`config.mk`:
```
export PLATFORM = sky130hd
export DESIGN_NAME = mem_arbiter
export DESIGN_NICKNAME = d
export VERILOG_FILES = /design/src/rtl/mem_arbiter.sv
export SDC_FILE = /design/constraint.sdc
export NUM_CORES = 1
export LEC_CHECK = 0
export CAP_MARGIN = 40
export CORE_AREA = 2 2 290 292
export CTS_CLUSTER_SIZE = 28
export DETAILED_ROUTE_END_ITERATION = 12
export DIE_AREA = 0 0 292 294
export SKIP_LAST_GASP = 1
export SLEW_MARGIN = 20
export SYNTH_ARGS = -nofsm -noshare
export SYNTH_HDL_FRONTEND = slang
export SYNTH_SLANG_ARGS = --single-unit
```
`constraint.sdc`:
```
create_clock -name clk -period 2.2 [get_ports clk]
set_input_delay 0.44 -clock clk [delete_from_list [all_inputs] [get_ports clk]]
set_output_delay 0.44 -clock clk [all_outputs]
set_load 0.01 [all_outputs]
```
`src/rtl/mem_arbiter.sv`:
```
// Round-robin arbiter sharing one main-memory port between the I-cache and D-cache.
// One outstanding memory transaction; each cache keeps its request/ready/ack handshake.
module mem_arbiter #(
    parameter int ADDR_W = 20,
    parameter int LINE_W = 128,
    parameter int CNT_W  = 16
) (
    input  logic              clk,
    input  logic              reset,
    input  logic              reqI,
    input  logic [ADDR_W-1:0] reqAddrI,
    output logic              read_ready_I,
    output logic [LINE_W-1:0] data_to_I,
    input  logic              reqD,
    input  logic              reqD_we,
    input  logic [ADDR_W-1:0] reqAddrD,
    input  logic [LINE_W-1:0] wdataD,
    output logic              read_ready_D,
    output logic              written_ack_D,
    output logic [LINE_W-1:0] data_to_D,
    output logic              mem_req,
    output logic              mem_we,
    output logic [ADDR_W-1:0] mem_addr,
    output logic [LINE_W-1:0] mem_wdata,
    input  logic [LINE_W-1:0] mem_rdata,
    input  logic              mem_ready,
    output logic              busy,
    output logic [CNT_W-1:0]  grantsI,
    output logic [CNT_W-1:0]  grantsD
);

    typedef enum logic [1:0] {IDLE, MEM_I, MEM_D, RESP} state_t;

    state_t              state_reg, state_next;
    logic                last_d_reg;   // 1 when the most recent grant went to D
    logic                owner_d_reg;  // owner of the transaction in flight
    logic                we_reg;
    logic [ADDR_W-1:0]   addr_reg;
    logic [LINE_W-1:0]   wdata_reg;
    logic [LINE_W-1:0]   data_i_reg;
    logic [LINE_W-1:0]   data_d_reg;
    logic [CNT_W-1:0]    grants_i_reg;
    logic [CNT_W-1:0]    grants_d_reg;
    logic                grant_i;
    logic                grant_d;

    // Grant decision is combinational on the live request levels in IDLE.
    always_comb begin
        grant_i = 1'b0;
        grant_d = 1'b0;
        if (state_reg == IDLE) begin
            if (reqI && reqD) begin
                if (last_d_reg) grant_i = 1'b1;
                else            grant_d = 1'b1;
            end else if (reqI) begin
                grant_i = 1'b1;
            end else if (reqD) begin
                grant_d = 1'b1;
            end
        end
    end

    // State register
    always_ff @(posedge clk or negedge reset) begin
        if (!reset) state_reg <= IDLE;
        else        state_reg <= state_next;
    end

    // Next-state logic
    always_comb begin
        state_next = state_reg;
        unique case (state_reg)
            IDLE: begin
                if (grant_i)      state_next = MEM_I;
                else if (grant_d) state_next = MEM_D;
            end
            MEM_I, MEM_D: begin
                if (mem_ready) state_next = RESP;
            end
            RESP:    state_next = IDLE;
            default: state_next = IDLE;
        endcase
    end

    // Output logic
    always_comb begin
        mem_req       = 1'b0;
        busy          = 1'b0;
        read_ready_I  = 1'b0;
        read_ready_D  = 1'b0;
        written_ack_D = 1'b0;
        unique case (state_reg)
            IDLE: ;
            MEM_I, MEM_D: begin
                mem_req = 1'b1;
                busy    = 1'b1;
            end
            RESP: begin
                busy          = 1'b1;
                read_ready_I  = !owner_d_reg;
                read_ready_D  = owner_d_reg && !we_reg;
                written_ack_D = owner_d_reg && we_reg;
            end
            default: ;
        endcase
    end

    // Transaction latches: frozen from grant until the next grant, so the
    // memory side never sees the requester's inputs change mid-transaction.
    always_ff @(posedge clk or negedge reset) begin
        if (!reset) begin
            last_d_reg  <= 1'b0;
            owner_d_reg <= 1'b0;
            we_reg      <= 1'b0;
            addr_reg    <= '0;
            wdata_reg   <= '0;
        end else if (grant_i) begin
            last_d_reg  <= 1'b0;
            owner_d_reg <= 1'b0;
            we_reg      <= 1'b0;
            addr_reg    <= reqAddrI;
            wdata_reg   <= '0;
        end else if (grant_d) begin
            last_d_reg  <= 1'b1;
            owner_d_reg <= 1'b1;
            we_reg      <= reqD_we;
            addr_reg    <= reqAddrD;
            wdata_reg   <= wdataD;
        end
    end

    // Read data capture; mem_ready outside a memory state is ignored.
    always_ff @(posedge clk or negedge reset) begin
        if (!reset) begin
            data_i_reg <= '0;
            data_d_reg <= '0;
        end else if (mem_ready) begin
            if (state_reg == MEM_I)
                data_i_reg <= mem_rdata;
            else if (state_reg == MEM_D && !we_reg)
                data_d_reg <= mem_rdata;
        end
    end

    // Completed-transaction counters, wrapping.
    always_ff @(posedge clk or negedge reset) begin
        if (!reset) begin
            grants_i_reg <= '0;
            grants_d_reg <= '0;
        end else if (state_reg == RESP) begin
            if (owner_d_reg) grants_d_reg <= grants_d_reg + 1'b1;
            else             grants_i_reg <= grants_i_reg + 1'b1;
        end
    end

    assign mem_we    = we_reg;
    assign mem_addr  = addr_reg;
    assign mem_wdata = wdata_reg;
    assign data_to_I = data_i_reg;
    assign data_to_D = data_d_reg;
    assign grantsI   = grants_i_reg;
    assign grantsD   = grants_d_reg;

endmodule

```
==> impl_summary.log <==
INFO  metric slowest_delay = 430 ps
INFO  metric route.detailed.drc = 0
INFO  metric accumulated_negative_setup_slack = 0 ps
INFO  metric clkLatencyLatePin = 570 ps
INFO  metric num_rows = 106
INFO  metric finalCritPeriodShare = 0.985
INFO  metric seq_area_frac_synth = 0.647
INFO  metric numCtsBuffers = 50
INFO  metric synth_async_sr_flop_share = 1.00
INFO  metric syn_nets = 1,393
INFO  metric finalWeightedCongestion = 0.820
INFO  metric postLayoutCoreUtil = 0.339
INFO  metric dp.cells = 2,930
INFO  metric wl_per_cell = 19.1 microns
INFO  metric power.density = 1500 nW/um^2
INFO  metric critPathSlowestCell = dfrtp_2
INFO  metric min_path_type = input pin to register
INFO  metric worstPathBufferInverterCount = 4
INFO  metric post_synth_instance_area = 17,000 sq um
INFO  metric critical_path_endpoint_category = register
INFO  metric netlist_top_cells_count = dfrtp_1 (440), mux2_2 (131), a22o_1 (129)
INFO  metric nFillCells = 7,987
INFO  metric fraction_of_layout_cells_with_a_size_suffix_above_1 = 0.218
INFO  metric report.final.setup_viol = 0
INFO  metric critical_path.top_delay_family = buffers and inverters
INFO  metric design.die.area = 85,800 sq um
INFO  metric synth_top_area_share = 0.647
INFO  metric power.leakage = 12.0 nW
INFO  metric via_count_of_the_first_global_routing_pass = 13.6k
INFO  metric synth_area_leader_cell = dfrtp_1
INFO  metric place.detailed.hpwl = 44.2 mm
INFO  metric synth_warnings = 0
INFO  metric synth.avg_cell_area = 15.7 sq um
INFO  metric detailroute.via_count = 12.2k
INFO  metric worstSetupStartpointType = register
INFO  metric synth_top_flop_cell = dfrtp_1
INFO  metric drv_slew = 0
INFO  metric synth.most_common_cell = dfrtp_1
INFO  metric synth_edf_count = 0
INFO  metric use_met1 = 0.146
INFO  metric cts_max_level = 2
INFO  metric drtAntennaViolNets = 0
INFO  metric gr-usage-met2 = 0.228
INFO  metric timing.setup.critical_path_class = register to register
INFO  metric cts.sink_count = 440
INFO  metric worst_path_maximum_fanout = 16
INFO  metric path_clk_slew = 60 ps
INFO  metric final_period_demand_of_the_worst_path = 2170 ps
INFO  metric crit_chain = buf_4 -> buf_4 -> ha_1 -> and4bb_4 -> buf_12 -> buf_16 -> mux2_4
INFO  metric post_drt_via_cell_ratio = 4.03
INFO  metric num-nets-final = 2,217
INFO  metric worstPathRequired = 2650 ps
INFO  metric antenna_found_initial = 3
INFO  metric tritoncts = done
INFO  metric max_freq = 0.461 GHz
INFO  metric ys_ff_latch = 440
INFO  metric area_delta_synth_final = 65.3%
INFO  metric fp.coreArea = 82,900 sq um
INFO  metric finalWirelength = 57.8 mm
INFO  metric globalRouteOverflowTotal = 0
INFO  metric die_width = 292 microns
INFO  metric detailedRoute.firstIterationViolations = 383
INFO  metric postSynthCellCount = 1,084
INFO  metric maxCapViolCount = 0
INFO  metric final-instance-count-excl-fill = 3,029
INFO  metric grt_setup_unrepaired = true
INFO  metric io_buffer_count = 743
INFO  metric register_area = 11,000 sq um
INFO  metric grtUsageMet3 = 0.0444
INFO  metric die_height = 294 microns
INFO  metric finalHoldViolCount = 0
INFO  metric cp_common_cell = buf_4
INFO  metric maximum_vdd_drop = 0.000681 V
INFO  metric gr-usage-all-layers = 0.129
INFO  metric cts.path.max_buffers = 3
INFO  metric critical_path_arrival = 2620 ps
INFO  metric worst_pin_slew = 669 ps
INFO  metric grt_start_max_net_pins = 61
INFO  metric synth.area.top_cells = dfrtp_1 (65%), mux2_4 (8.8%), mux2_2 (8.7%)
INFO  metric multi_input_comb_area = 5570 sq um
INFO  metric synthDistinctLibCells = 34
INFO  metric clk_root_buffer_cell = clkbuf_16
INFO  metric grt.busiest_layer = met2
INFO  metric io-pin-count = 744
INFO  metric fin_worst_skew = 17.3 ps
INFO  metric grt_pass1_wl = 86.0 mm
INFO  metric outcome = complete, no violations
INFO  metric starting_utilization_of_the_core_area = 0.205
INFO  metric worst_slew_margin_rel = 0.554
INFO  metric detail_route.first_pass.iterations = 4
## worst register-to-register path: stages (launching register included)
cell and delay, ps:
dfrtp_2 430, buf_4 150, buf_4 120, ha_1 220, and4bb_4 330, buf_12 210
buf_16 260, mux2_4 320
## layout make-up
cell class,count,share of cell area
clock inverter,18,0.00890
clock buffer,73,0.0537
tap,1080,0.0480
antenna,2,0.000178
timing repair buffer,837,0.299
inverter,6,0.000801
sequential,440,0.391
multi-input combinational,573,0.198
## where the power goes
part	internal [mW]	total, mW	leakage [nW]	switching [mW]
combinational	11.6	18.8	5.75	7.20
sequential	12.0	14.5	5.43	2.55
clock	5.45	8.80	0.872	3.35
## layer usage
| layer | share of wire | wire length, microns |
|---|---|---|
| met1 | 0.39 | 22300 |
| met2 | 0.50 | 28900 |
| met3 | 0.083 | 4810 |
| met4 | 0.029 | 1680 |
| met5 | 0.00023 | 13 |
## through the flow
stage                     hold WS (ps)  power, mW  setup slack, ps  instance area (sq um)
after global routing               428       44.4            -20.0                  28100
after detailed placement           474       33.5             52.9                  26300
after floorplan                    144       22.1              507                  17000
final                              461       42.1             32.4                  28100
after CTS                          406       42.7             18.9                  28100
after global placement             468       33.2             58.1                  26300
## final timing paths
| kind | start | to | slack, ps | depth (start not counted) |
|---|---|---|---|---|
| worst min register to register | grantsI[15] | grantsI[15] | 480 | 1 |
| worst min-delay path | wdataD[11] | mem_wdata[11] | 460 | 2 |
| min in group asynchronous | reset | data_to_I[42] | 480 | 2 |
| worst max register to register | state_reg[0] | data_to_D[79] | 30 | 7 |
| max in group asynchronous | reset | state_reg[0] | 920 | 3 |
| worst max-delay path | state_reg[0] | data_to_D[79] | 30 | 7 |
## logic make-up (layout without fill, tap and decap cells)
logic type,count (synthesis),count (layout),synth area share
flip-flops,440,440,0.647
buffers and inverters,71,934,0.0287
AO/OA/AOI/OAI,176,176,0.0808
XOR/XNOR,30,30,0.0154
multiplexers,260,260,0.194
AND/OR/NAND/NOR,100,100,0.0288
other,0,2,0
adder cells (fa/ha/maj),7,7,0.00515
## repair_timing
item / 4_1_cts / 5_1_grt
resized for setup: 18 / 3
endpoints found under the hold margin: 34 / 0
pin swaps: 1 / 1
setup buffers: 5 / 0
setup endpoints to repair: 9 / 71
hold buffers: 1 / 0
## placed cells by master, fill, tap and decap left out, types with 2 or more instances in the layout
master / synthesis / layout
dlygate4sd2_1: 0 / 6
buf_4: 11 / 72
clkinv_2: 0 / 9
nor3_2: 2 / 2
o21ai_1: 20 / 20
ha_4: 0 / 2
buf_12: 0 / 20
xnor2_1: 19 / 19
xor2_1: 11 / 11
bufinv_16: 0 / 6
ha_1: 7 / 5
inv_1: 6 / 5
mux2_2: 131 / 131
a21oi_1: 24 / 23
dfrtp_1: 440 / 438
clkdlybuf4s50_1: 0 / 734
mux2_4: 100 / 100
nand2_1: 33 / 32
nand4_1: 7 / 7
clkbuf_16: 0 / 53
clkbuf_8: 0 / 11
dfrtp_2: 0 / 2
diode_2: 0 / 2
mux2_1: 28 / 28
clkbuf_1: 15 / 9
and3_1: 8 / 8
nor2_1: 33 / 33
a22o_1: 129 / 129
nand3_1: 8 / 8
No activity file was read; power rests on OpenSTA's default activity.
